**config.mk**
```make
export PLATFORM = sky130hd
export DESIGN_NAME = sw_debouncer
export DESIGN_NICKNAME = d
export VERILOG_FILES = /design/src/rtl/sw_debounce_pkg.sv /design/src/rtl/debounce_channel.sv /design/src/rtl/sw_debouncer.sv
export SDC_FILE = /design/constraint.sdc
export NUM_CORES = 1
export LEC_CHECK = 0
export BUFFER_PORTS_ARGS = -buffer_cell sky130_fd_sc_hd__buf_2
export CAP_MARGIN = 20
export CORE_MARGIN = 5
export CORE_UTILIZATION = 35
export DETAILED_ROUTE_END_ITERATION = 8
export GPL_TIMING_DRIVEN = 0
export HOLD_SLACK_MARGIN = 0.02
export SLEW_MARGIN = 40
export SYNTH_ARGS = -nofsm -noshare
export SYNTH_HDL_FRONTEND = slang
export SYNTH_HIERARCHICAL = 1
export SYNTH_SLANG_ARGS = --single-unit
```
**constraint.sdc**
```tcl
create_clock -name CLOCK_50 -period 2.2 [get_ports CLOCK_50]
set_input_delay 0.44 -clock CLOCK_50 [delete_from_list [all_inputs] [get_ports CLOCK_50]]
set_output_delay 0.44 -clock CLOCK_50 [all_outputs]
set_load 0.02 [all_outputs]
```
**src/rtl/sw_debounce_pkg.sv**
```systemverilog
// Shared types and defaults for the switch debouncer slice.
package sw_debounce_pkg;

  typedef enum logic {
    DEB_IDLE,
    DEB_CHECK
  } deb_state_t;

  // 10 ms at 50 MHz
  localparam int unsigned DEFAULT_STABLE_CYCLES = 500000;

endpackage

```
**src/rtl/debounce_channel.sv**
```systemverilog
// One debounced switch bit: two-flop synchronizer, IDLE/CHECK FSM with stability counter,
// registered clean level and one-cycle change pulse.
module debounce_channel
  import sw_debounce_pkg::*;
#(
  parameter int unsigned STABLE_CYCLES = DEFAULT_STABLE_CYCLES,
  parameter int unsigned CNT_W         = $clog2(STABLE_CYCLES + 1)
) (
  input  logic clk,
  input  logic rst,
  input  logic raw,
  output logic clean,
  output logic changed
);

  localparam logic [CNT_W-1:0] CntLast = CNT_W'(STABLE_CYCLES - 1);

  logic             sync_meta;
  logic             sync_s;
  deb_state_t       state;
  logic [CNT_W-1:0] count;

  always_ff @(posedge clk or posedge rst) begin
    if (rst) begin
      sync_meta <= 1'b0;
      sync_s    <= 1'b0;
    end else begin
      sync_meta <= raw;
      sync_s    <= sync_meta;
    end
  end

  always_ff @(posedge clk or posedge rst) begin
    if (rst) begin
      state   <= DEB_IDLE;
      count   <= '0;
      clean   <= 1'b0;
      changed <= 1'b0;
    end else begin
      changed <= 1'b0;
      unique case (state)
        DEB_IDLE: begin
          if (sync_s != clean) begin
            state <= DEB_CHECK;
            count <= CNT_W'(1);
          end else begin
            count <= '0;
          end
        end
        DEB_CHECK: begin
          if (sync_s == clean) begin
            // Bounced back before the level proved stable
            state <= DEB_IDLE;
            count <= '0;
          end else if (count == CntLast) begin
            clean   <= sync_s;
            changed <= 1'b1;
            state   <= DEB_IDLE;
            count   <= '0;
          end else begin
            count <= count + CNT_W'(1);
          end
        end
        default: begin
          state <= DEB_IDLE;
          count <= '0;
        end
      endcase
    end
  end

endmodule

```
**src/rtl/sw_debouncer.sv**
```systemverilog
// Debounces WIDTH switch channels for the downstream adder and flags when the
// startup settle window has elapsed.
module sw_debouncer
  import sw_debounce_pkg::*;
#(
  parameter int unsigned WIDTH         = 3,
  parameter int unsigned STABLE_CYCLES = DEFAULT_STABLE_CYCLES
) (
  input  logic             CLOCK_50,
  input  logic             RESET,
  input  logic [WIDTH-1:0] SW_RAW,
  output logic [WIDTH-1:0] SW_CLEAN,
  output logic [WIDTH-1:0] SW_CHANGED,
  output logic             SW_VALID
);

  localparam int unsigned CNT_W = $clog2(STABLE_CYCLES + 1);
  localparam logic [CNT_W-1:0] StartupLast = CNT_W'(STABLE_CYCLES);

  if (STABLE_CYCLES < 2) begin : g_param_check
    $error("sw_debouncer: STABLE_CYCLES must be at least 2");
  end

  for (genvar i = 0; i < WIDTH; i++) begin : g_chan
    debounce_channel #(
      .STABLE_CYCLES (STABLE_CYCLES),
      .CNT_W         (CNT_W)
    ) u_chan (
      .clk     (CLOCK_50),
      .rst     (RESET),
      .raw     (SW_RAW[i]),
      .clean   (SW_CLEAN[i]),
      .changed (SW_CHANGED[i])
    );
  end

  logic [CNT_W-1:0] startup_cnt;

  // Saturates at STABLE_CYCLES; the valid flag is set on the edge after it saturates
  always_ff @(posedge CLOCK_50 or posedge RESET) begin
    if (RESET) begin
      startup_cnt <= '0;
      SW_VALID    <= 1'b0;
    end else if (startup_cnt == StartupLast) begin
      SW_VALID <= 1'b1;
    end else begin
      startup_cnt <= startup_cnt + CNT_W'(1);
    end
  end

endmodule

```
# Word level (Yosys, flattened, before mapping)
# Index checks and enable logic that the tools add are counted.
# totals
ram_bits,0
latchBits,0
ff_bits,92
rom_bits,0
output_inout_bits,7
word_cells,76
n_memories,0
# classes
n_bitwise,6
shift,0
eq_ne,10
n_addsub,4
div_mod_pow,0
n_mux,33
magnitude_cmp,0
n_mul,0
reduce_logical,3
# op_table
op,n
19-bit 2-to-1 mux,6
19-bit case mux with 2 select lines,3
19-bit by 1-bit adder with 19-bit output (second input constant),4
19-bit == test (second input constant),4
1-bit 2-to-1 mux,21
3-bit AND reduction,3
1-bit inverter,6
1-bit case mux with 2 select lines,3
1-bit == test,3
1-bit inequality test,3

# Depth between registers and ports, before layout
# Gate-level depths: netlist of the first run.
# depth
word_depth,4
mapped_depth,6
mapped_depth_nobuf,6

# Cells and area by module
# Netlist of the first run, hierarchy kept.
# by_module_without_submodules
module,seq_area_each_um2,instances,area_each_um2,cells_each
debounce_channel,600.6,3,1168.6,113
sw_debouncer,500.5,1,954.7,85

# Worst setup path before layout of the first run
# Ideal clock, no wire load.
# synth_path
kind,reg-to-reg
startpoint,register startup_cnt[0]
endpoint,register startup_cnt[1]
setup_ns,0.125
arrival_time_ns,1.520
path_stages_with_launch,7
setup_slack_ns,0.555
path_cell_list,dfrtp_1 -> inv_1 -> ha_1 -> nor4bb_1 -> nand3_1 -> nor3_2 -> mux2_2
# synth_via
elab_chain_cells,1
# synth_rtl
item,line_no,text
from (decl),sw_debouncer.sv:37,logic [CNT_W-1:0] startup_cnt;
from (signal assigned),sw_debouncer.sv:47,startup_cnt <= startup_cnt + CNT_W'(1);
19-bit by 1-bit adder with 19-bit output or 19-bit == test (tied branches),"sw_debouncer.sv:47, sw_debouncer.sv:44",
# Several ways; a longest one is shown, not always the timed one.
# A chain may end at the register's enable or synchronous reset.

# Worst setup path in the final report of the first run
# layout_path
startpoint,register g_chan[0].u_chan.count[0]
endpoint,register g_chan[0].u_chan.count[10]
# layout_via
elab_chain_cells,4
# layout_rtl
item,line_no,text
from (decl),debounce_channel.sv:21,logic [CNT_W-1:0] count;
from (signal assigned),debounce_channel.sv:61,count <= count + CNT_W'(1);
19-bit by 1-bit adder with 19-bit output or 19-bit == test (tied branches),"debounce_channel.sv:61, debounce_channel.sv:55",
19-bit 2-to-1 mux (*),debounce_channel.sv:55,end else if (count == CntLast) begin
19-bit 2-to-1 mux (*),debounce_channel.sv:51,if (sync_s == clean) begin
19-bit case mux with 2 select lines (*),debounce_channel.sv:41,unique case (state)
# Every way passes the cells marked *; elsewhere a longest branch is shown, timed or not.

==> flow_summary.toml, run 1 <==
[detailed_routing]
drt-total-wl_mm = 7.96
drt_iter0_drc = 169
drc_errors = 0
drt-vias-per-instance = 4.98
drtPass1Iterations = 4
vias = 3100
ant_nets = 0
wl_per_cell_um = 12.8

[yosys]
synthTopCellsByCount = "92 x dfrtp_1, 70 x nor2_1, 49 x xnor2_1"
seq_area_frac_synth = 0.516
synth_area_mm2 = 0.00446
synth_nets = 434
synth_area_leaders = "dfrtp_1 52%, xnor2_1 9.6%, nor2_1 5.9%, nand3_1 3.5%, xor2_1 3.1%"
ys_warn_count = 6
synth_enable_flop_cells = 0
synth.ff_latch_count = 92
syn_avg_cell_area_um2 = 10.5
synth_top_area_frac = 0.516
synth_cell_type_count = 36
synthesis.instances = 424
synthArstFlopShare = 1.00
synthFlopType = "dfrtp_1"
yosysTopAreaCell = "dfrtp_1"
synthMostInstantiatedCell = "dfrtp_1"

[sta]
slew_headroom = 0.539
clock.fmax_mhz = 517
rsz0062_at_grt = "no"
slew_viol_final = 0
setup_ws_ns = 0.267
hold_viol = 0
setup_violations = 0
finalCritPeriodShare = 0.879
tns_ns = 0
whs_ns = 0.176
layout_min_cycle_time_ns = 1.93
skew_ns = 0.00893
tightestPinTransition_ns = 0.687

[worst_setup_path]
r2r_cells = 5
worst_ep_arrival_time_ns = 2.15
crit_type = "reg2reg"
critical_path.max_stage_delay_ns = 0.42
worstPathRequired_ns = 2.42
endpoint_kind = "flop"
crit_path_max_fanout = 10
reg2reg_slack_ns = 0.27
crit_chain = "ha_1 -> nand4_1 -> o21ai_1 -> buf_2 -> nor2_1"
start_kind = "flop"
crit_slowest_cell = "dfrtp_1"

[grt]
groute.usage.overall = 0.117
grt-ovfl-total = 0
grt_pass1_wl_mm = 14.1
grt_start_max_net_pins = 25
antenna_found_initial = 0
grt_pass1_vias = 3026

[placement]
numPortBuffers = 11
post-place-ws_ns = 0.292
dp_hpwl_mm = 5.64
finalWeightedCongestion = 0.802

[clocking]
clkLatencyLatePin_ns = 0.34
clockBufferDepth = 2
clock-sinks = 92
numCtsBuffers = 9
cts_tree = "built"
cts_root_buf = "clkbuf_16"
htree_levels = 3
clk_pin_slew_ns = 0.07
cts_setup_buffers = 0
cts-resized-gates = 0
postCtsHoldBufs = 0

[floorplanning]
coreArea_mm2 = 0.0126
initial_utilization = 0.355
die_x_um = 123
io_pins = 12
die_y_um = 123
num_rows = 41
die-area_mm2 = 0.0151

[final_layout]
drive_gt1_frac = 0.118
antenna_cells = 0
num-fill-cells = 1233
area_growth_pct = 12.8
final_nets = 456

[power]
power_leakage_nw = 2.06
peakVddDrop_mv = 0.455
p_per_area_mw_per_mm2 = 667

[run]
max_cap_viol_count = 0

[worst_hold_path]
hold_path.class = "in2async"

[outcome]
status = "complete, no violations"
==> power by group <==
group,switching (mW),internal [mW]
Sequential,0.0173,1.71
Combinational,0.0653,0.0221
Clock,0.637,0.908
==> critical path: cells and delay by family (launching register included) <==
family | cells | cell delay (ns)
adders and majority gates | 1 | 0.25
buffers and inverters | 1 | 0.28
DFF | 1 | 0.42
AOI/OAI and AO/OA | 1 | 0.40
and+or+nand+nor | 2 | 0.45
==> flip-flops by register name (all words and copies together), names as in the netlist <==
name and flops:
startup_cnt 19, g_chan.u_chan/sync_s 3, g_chan.u_chan/sync_meta 3, SW_VALID 1, g_chan.u_chan/count 57, g_chan.u_chan/state 3, g_chan.u_chan/clean 3, g_chan.u_chan/changed 3
==> through the flow <==
stage	power, mW	std cells	instance area [um^2]	utilization
floorplan	1.82	424	4460	-
global placement	1.85	607	4730	0.376
detailed placement	1.85	607	4730	0.376
CTS	3.42	623	5030	0.400
global route	3.51	623	5030	0.400
finish	3.36	623	5030	0.400
==> placed cells by master (no fill, tap or decap), drive strengths merged, types with 5 or more instances in the layout <==
master	instances
nor4	22
and3	10
buf	18
nand2b	5
ha	5
nand3	31
nor4b	7
and4	5
nand2	21
inv	13
dfrtp	92
xnor2	49
clkbuf	10
nand4	22
xor2	16
nor3	17
nor2	70
==> layer usage <==
layer | vias up | wire length, um | global-route usage
li1 | 1529 | - | -
met1 | 1516 | 3730 | 0.153
met2 | 48 | 3830 | 0.188
met3 | 7 | 258 | 0.0279
met4 | 0 | 133 | 0.0462
met5 | - | 0 | 0
==> final timing paths <==
| kind | startpoint | endpoint |
|---|---|---|
| max | g_chan[0].u_chan/count[0]$_DFF_PP0_ | g_chan[0].u_chan/count[10]$_DFF_PP0_ |
| min | RESET | startup_cnt[9]$_DFFE_PP0P_ |
| max reg2reg | g_chan[0].u_chan/count[0]$_DFF_PP0_ | g_chan[0].u_chan/count[10]$_DFF_PP0_ |
| min reg2reg | g_chan[0].u_chan/sync_meta$_DFF_PP0_ | g_chan[0].u_chan/sync_s$_DFF_PP0_ |
| max in group asynchronous | RESET | g_chan[0].u_chan/count[12]$_DFF_PP0_ |
| min in group CLOCK_50 | SW_RAW[2] | g_chan[2].u_chan/sync_meta$_DFF_PP0_ |
==> area by class of cell <==
| cell class | instances | area (um^2) | area share |
|---|---|---|---|
| repair buffers | 11 | 55.1 | 0.0109 |
| multi-input cells | 311 | 2060 | 0.410 |
| inverters | 14 | 52.6 | 0.0104 |
| clock buffers | 10 | 239 | 0.0475 |
| clock inverters | 6 | 63.8 | 0.0127 |
| well taps | 172 | 215 | 0.0428 |
| plain buffers | 7 | 41.3 | 0.00820 |
| flip-flops and latches | 92 | 2300 | 0.457 |
==> cell families after synthesis <==
kind of cell | count (synthesis) | share of synthesized area
and+or+nand+nor | 221 | 0.285
muxes | 7 | 0.0168
adders and majority gates | 5 | 0.0140
DFF | 92 | 0.516
AOI/OAI and AO/OA | 13 | 0.0196
xor gates and xnor gates | 65 | 0.128
buffers and inverters | 21 | 0.0210
(Power assumes the default switching activity.)
==> run 2: changes to the inputs <==
--- a/config.mk
+++ b/config.mk
@@ -12,6 +12,7 @@
 export DETAILED_ROUTE_END_ITERATION = 8
 export GPL_TIMING_DRIVEN = 0
 export HOLD_SLACK_MARGIN = 0.02
+export PLACE_DENSITY = 0.55
 export SLEW_MARGIN = 40
 export SYNTH_ARGS = -nofsm -noshare
 export SYNTH_HDL_FRONTEND = slang
==> run 2 against run 1 <==
  * Worst hold slack worse by 0.040 ns
  * Wire length up 0.14%
  * Non-clock buffer count unchanged
  * Power up 3.6%
  * Fmax up 0.76%
  * Largest power group unchanged
  * Highest routed layer unchanged
==> flow_summary.toml, run 2 (same netlist as run 1, synthesis figures left out) <==
[outcome]
status = "complete, no violations"

[sta]
skew_ns = 0.00830
finalCritPeriodShare = 0.872
setup_violations = 0
tns_ns = 0
rsz0062_at_grt = "no"
slew_viol_final = 0
clock.fmax_mhz = 521
hold_viol = 0
layout_min_cycle_time_ns = 1.92
whs_ns = 0.136
setup_ws_ns = 0.282
slew_headroom = 0.513
tightestPinTransition_ns = 0.724

[worst_setup_path]
crit_type = "reg2reg"
worst_ep_arrival_time_ns = 2.14
reg2reg_slack_ns = 0.28
start_kind = "flop"
worstReg2RegStart = "g_chan[0].u_chan/count[0]$_DFF_PP0_"
critPathCapture = "g_chan[0].u_chan/clean$_DFFE_PP0P_"
r2r_cells = 4
endpoint_kind = "flop"
worstPathRequired_ns = 2.42
cp-startpoint = "g_chan[0].u_chan/count[0]$_DFF_PP0_"
worstReg2RegEnd = "g_chan[0].u_chan/clean$_DFFE_PP0P_"
crit_path_max_fanout = 9

[placement]
post-place-ws_ns = 0.284
finalWeightedCongestion = 0.785
dp_cells = 607
dp_hpwl_mm = 5.50
numPortBuffers = 11

[power]
p_per_area_mw_per_mm2 = 689
clock_power_share = 0.479
peakVddDrop_mv = 0.330
swShare = 0.208
seqPwrFrac = 0.496
total_power_mw = 3.48
pwr-share-comb = 0.025
power_leakage_nw = 2.08
p_sw_mw = 0.724
intPower_mw = 2.76

[final_layout]
num-fill-cells = 1219
final_common_cell = "dfrtp_1"
final_nets = 456
mostFrequentLayoutCells = "92 x dfrtp_1, 70 x nor2_1, 49 x xnor2_1, 31 x nand3_1, 21 x nand2_1"
top_regs = "g_chan.u_chan/count: 57 flops, startup_cnt: 19 flops"
area_growth_pct = 13.3
antenna_cells = 0
largest_reg_flops = 57
layoutNonFillerInstCount = 622
top_register = "g_chan.u_chan/count"
drive_gt1_frac = 0.118

[floorplanning]
die-area_mm2 = 0.0151
die_y_um = 123
io_pins = 12
coreArea_mm2 = 0.0126
initial_utilization = 0.355
num_rows = 41
die_x_um = 123

[grt]
grt_start_max_net_pins = 25
grt_pass1_wl_mm = 14.4
grt-ovfl-total = 0
grt_pass1_vias = 3089
antenna_found_initial = 0
groute.usage.overall = 0.118

[detailed_routing]
ant_nets = 0
drtPass1Iterations = 4
drt-vias-per-instance = 5.01
wl_per_cell_um = 12.8
drt-total-wl_mm = 7.97
vias = 3114
drc_errors = 0
drt_iter0_drc = 84

[clocking]
clk_pin_slew_ns = 0.07
cts_setup_buffers = 0
clock-sinks = 92
htree_levels = 3
cts_tree = "built"
numCtsBuffers = 9
clockBufferDepth = 2
postCtsHoldBufs = 0
clkLatencyLatePin_ns = 0.34
cts-resized-gates = 0
cts_root_buf = "clkbuf_16"

[run]
max_cap_viol_count = 0

[worst_hold_path]
hold_path.class = "in2async"
## run 2: cell count changes in the layout (fill, tap and decap cells not counted)
cell	delta
bufinv_16	+1
clkinv_2	-2
inv_6	+1
clkinv_1	-1
inv_2	+1
clkinvlp_4	-1
## run 2: final cells by class
class,instances,area (um^2),area share
Clock inverter,5,85.1,0.0168
Tap cell,172,215,0.0426
Clock buffer,10,239,0.0473
Timing Repair Buffer,11,55.1,0.0109
Multi-Input combinational cell,311,2060,0.408
Sequential cell,92,2300,0.455
Inverter,14,52.6,0.0104
Buffer,7,41.3,0.00817
## run 2: power groups by stage
stage	sequential, mW	clock (mW)	combinational (mW)
floorplan	1.75	0	0.0653
global route	1.73	1.80	0.107
detailed placement	1.76	0	0.0922
global placement	1.76	0	0.0898
finish	1.73	1.67	0.0874
CTS	1.73	1.72	0.0923
## run 2: how the worst min path moves through the flow
| stage | depth (start not counted) | start | end | slack (ns) |
|---|---|---|---|---|
| after global placement | 0 | g_chan[0].u_chan/sync_meta$_DFF_PP0_ | g_chan[0].u_chan/sync_s$_DFF_PP0_ | 0.33 |
| final | 2 | RESET | startup_cnt[10]$_DFFE_PP0P_ | 0.14 |
| after global routing | 2 | RESET | startup_cnt[10]$_DFFE_PP0P_ | 0.18 |
| after CTS | 2 | RESET | g_chan[1].u_chan/count[2]$_DFF_PP0_ | 0.18 |
| after detailed placement | 0 | g_chan[0].u_chan/sync_meta$_DFF_PP0_ | g_chan[0].u_chan/sync_s$_DFF_PP0_ | 0.34 |
| after floorplan | 0 | g_chan[0].u_chan/sync_meta$_DFF_PP0_ | g_chan[0].u_chan/sync_s$_DFF_PP0_ | 0.33 |
## run 2: metrics by stage
| step | cell area (um^2) | util |
|---|---|---|
| after floorplan | 4460 | - |
| after global placement | 4730 | 0.376 |
| after detailed placement | 4730 | 0.376 |
| after CTS | 5050 | 0.402 |
| after global routing | 5050 | 0.402 |
| final | 5050 | 0.402 |
## run 2: worst max-delay path, cell delays in order (launching register included)
cell	delay, ns
dfrtp_1	0.43
ha_1	0.26
nand4_1	0.36
nor3_1	0.39
mux2_1	0.36
## run 2: routing by layer
metal / up-vias / track usage / routed length (um)
li1: 1544 / - / -
met1: 1528 / 0.161 / 3820
met2: 34 / 0.183 / 3830
met3: 8 / 0.0329 / 256
met4: 0 / 0.0378 / 67
met5: - / 0 / 0
==> run 3: changes to the inputs <==
--- a/config.mk
+++ b/config.mk
@@ -9,10 +9,12 @@
 export CAP_MARGIN = 20
 export CORE_MARGIN = 5
 export CORE_UTILIZATION = 35
+export CTS_BUF_LIST = sky130_fd_sc_hd__clkbuf_2
 export DETAILED_ROUTE_END_ITERATION = 8
 export GPL_TIMING_DRIVEN = 0
 export HOLD_SLACK_MARGIN = 0.02
 export PLACE_DENSITY = 0.55
+export REMOVE_ABC_BUFFERS = 1
 export SLEW_MARGIN = 40
 export SYNTH_ARGS = -nofsm -noshare
 export SYNTH_HDL_FRONTEND = slang
==> run 3 against run 2 <==
  * Non-clock buffer count shrank 3
  * Power is 24% lower
  * Combinational power rose by 4.2%
  * Register-to-register slack got worse by 0.04 ns
  * Utilization decreased by 1.6 points
  * Via count decreased by 3.0%
  * Clock power fell by 51%
  * Clock-buffer cell count increased by 1
  * Worst setup slack worse by 0.039 ns
  * Critical endpoint is now g_chan[2].u_chan/clean$_DFFE_PP0P_
==> flow_summary.toml, run 3 (same netlist as run 1, synthesis figures left out) <==
[power]
p_sw_mw = 0.634
pwr-share-comb = 0.035
intPower_mw = 2.00
total_power_mw = 2.64
swShare = 0.240
peakVddDrop_mv = 0.260
p_per_area_mw_per_mm2 = 544
power_leakage_nw = 1.98
clock_power_share = 0.310
seqPwrFrac = 0.655

[detailed_routing]
ant_nets = 0
vias = 3022
drc_errors = 0
drtPass1Iterations = 4
drt_iter0_drc = 110
wl_per_cell_um = 12.6
drt-total-wl_mm = 7.81
drt-vias-per-instance = 4.87

[worst_setup_path]
crit_cells = 4
crit_path_max_fanout = 9
worstReg2RegEnd = "g_chan[2].u_chan/clean$_DFFE_PP0P_"
worst_ep_arrival_time_ns = 2.40
path_buf_inv = 0
crit_type = "reg2reg"
endpoint_kind = "flop"
worstPathRequired_ns = 2.64
critical_path.max_stage_delay_ns = 0.48
worstReg2RegStart = "g_chan[2].u_chan/count[0]$_DFF_PP0_"
crit_chain = "ha_1 -> nand4_1 -> nor3_1 -> mux2_1"
r2r_cells = 4
cp-startpoint = "g_chan[2].u_chan/count[0]$_DFF_PP0_"
start_kind = "flop"
reg2reg_slack_ns = 0.24
crit_slowest_cell = "dfrtp_1"
cp_top_family = "simple AND/OR/NAND/NOR gates"

[final_layout]
num-fill-cells = 1265
seqCellArea_mm2 = 0.00230
area_growth_pct = 8.70
drive_gt1_frac = 0.107
mostFrequentLayoutCells = "92 x dfrtp_1, 70 x nor2_1, 49 x xnor2_1, 31 x nand3_1, 21 x nand2_1"
largest_reg_flops = 57
final_nets = 453
multi_input_area_mm2 = 0.00208
top_register = "g_chan.u_chan/count"
utilization = 0.386
antenna_cells = 0
top_regs = "g_chan.u_chan/count: 57 flops, startup_cnt: 19 flops"
final_common_cell = "dfrtp_1"

[sta]
slew_viol_final = 0
skew_ns = 0.0299
hold_viol = 0
rsz0062_at_grt = "no"
layout_min_cycle_time_ns = 1.96
setup_ws_ns = 0.243
clock.fmax_mhz = 511
tns_ns = 0
slew_headroom = 0.531
tightestPinTransition_ns = 0.699
whs_ns = 0.358
setup_violations = 0
finalCritPeriodShare = 0.890

[clocking]
htree_levels = 3
clkLatencyLatePin_ns = 0.53
clockBufferDepth = 2
cts_root_buf = "clkbuf_2"
cts_setup_buffers = 0
clk_pin_slew_ns = 0.25
numCtsBuffers = 9
clock-sinks = 92
cts_tree = "built"

[floorplanning]
coreArea_mm2 = 0.0126
die-area_mm2 = 0.0151
die_x_um = 123
initial_utilization = 0.355
io_pins = 12
die_y_um = 123
num_rows = 41

[grt]
groute.usage.overall = 0.118
grt-ovfl-total = 0
grt_start_max_net_pins = 25
grt_pass1_wl_mm = 14.4
antenna_found_initial = 0
grt_pass1_vias = 3079

[worst_hold_path]
min_to = "g_chan[0].u_chan/sync_s$_DFF_PP0_"
hp-start = "g_chan[0].u_chan/sync_meta$_DFF_PP0_"
holdPathStages = 0
hold_path.class = "reg2reg"

[placement]
dp_hpwl_mm = 5.36
post-place-ws_ns = 0.243
numPortBuffers = 11
finalWeightedCongestion = 0.795

[run]
max_cap_viol_count = 0

[outcome]
status = "complete, no violations"
## run 3: layer usage
| layer | global-route usage | routed length (um) | vias up |
|---|---|---|---|
| li1 | - | - | 1521 |
| met4 | 0.0469 | 95 | 0 |
| met5 | 0 | 0 | - |
| met3 | 0.0247 | 166 | 8 |
| met1 | 0.164 | 3970 | 1471 |
| met2 | 0.179 | 3580 | 22 |
## run 3: area by class of cell
class,instances,area share
Sequential cell,92,0.475
Multi-Input combinational cell,311,0.428
Tap cell,172,0.0444
Timing Repair Buffer,15,0.0196
Clock buffer,11,0.0114
Clock inverter,5,0.0108
Inverter,14,0.0108
## run 3: worst reg2reg max path, stage by stage, from the launching register on
cell	delay (ns)
dfrtp_1	0.48
ha_1	0.25
nand4_1	0.37
nor3_1	0.42
mux2_1	0.36
## run 3: through the flow
step	std cells	instance area (um^2)
2_1_floorplan	417	4420
3_3_place_gp	600	4690
3_5_place_dp	600	4700
4_1_cts	620	4850
5_1_grt	620	4850
6_report	620	4850
## run 3: worst max-delay path by stage
| stage | to | slack, ns |
|---|---|---|
| floorplan | g_chan[0].u_chan/count[10]$_DFF_PP0_ | 0.55 |
| global placement | g_chan[2].u_chan/count[8]$_DFF_PP0_ | 0.006 |
| detailed placement | g_chan[2].u_chan/clean$_DFFE_PP0P_ | 0.24 |
| CTS | g_chan[2].u_chan/clean$_DFFE_PP0P_ | 0.22 |
| global route | g_chan[1].u_chan/count[16]$_DFF_PP0_ | 0.04 |
| finish | g_chan[2].u_chan/clean$_DFFE_PP0P_ | 0.24 |
## run 3: power groups by stage
stage               sequential, mW  combinational (mW)  clock, mW
finish                        1.73              0.0911      0.818
global route                  1.73               0.107      0.945
CTS                           1.73              0.0957      0.875
detailed placement            1.76              0.0900          0
global placement              1.76              0.0869          0
floorplan                     1.75              0.0630          0
## run 3: what timing repair did
item / CTS / global route
hold buffers: 4 / 0
endpoints found under the hold margin: 78 / 0
gates resized for setup: 0 / 0
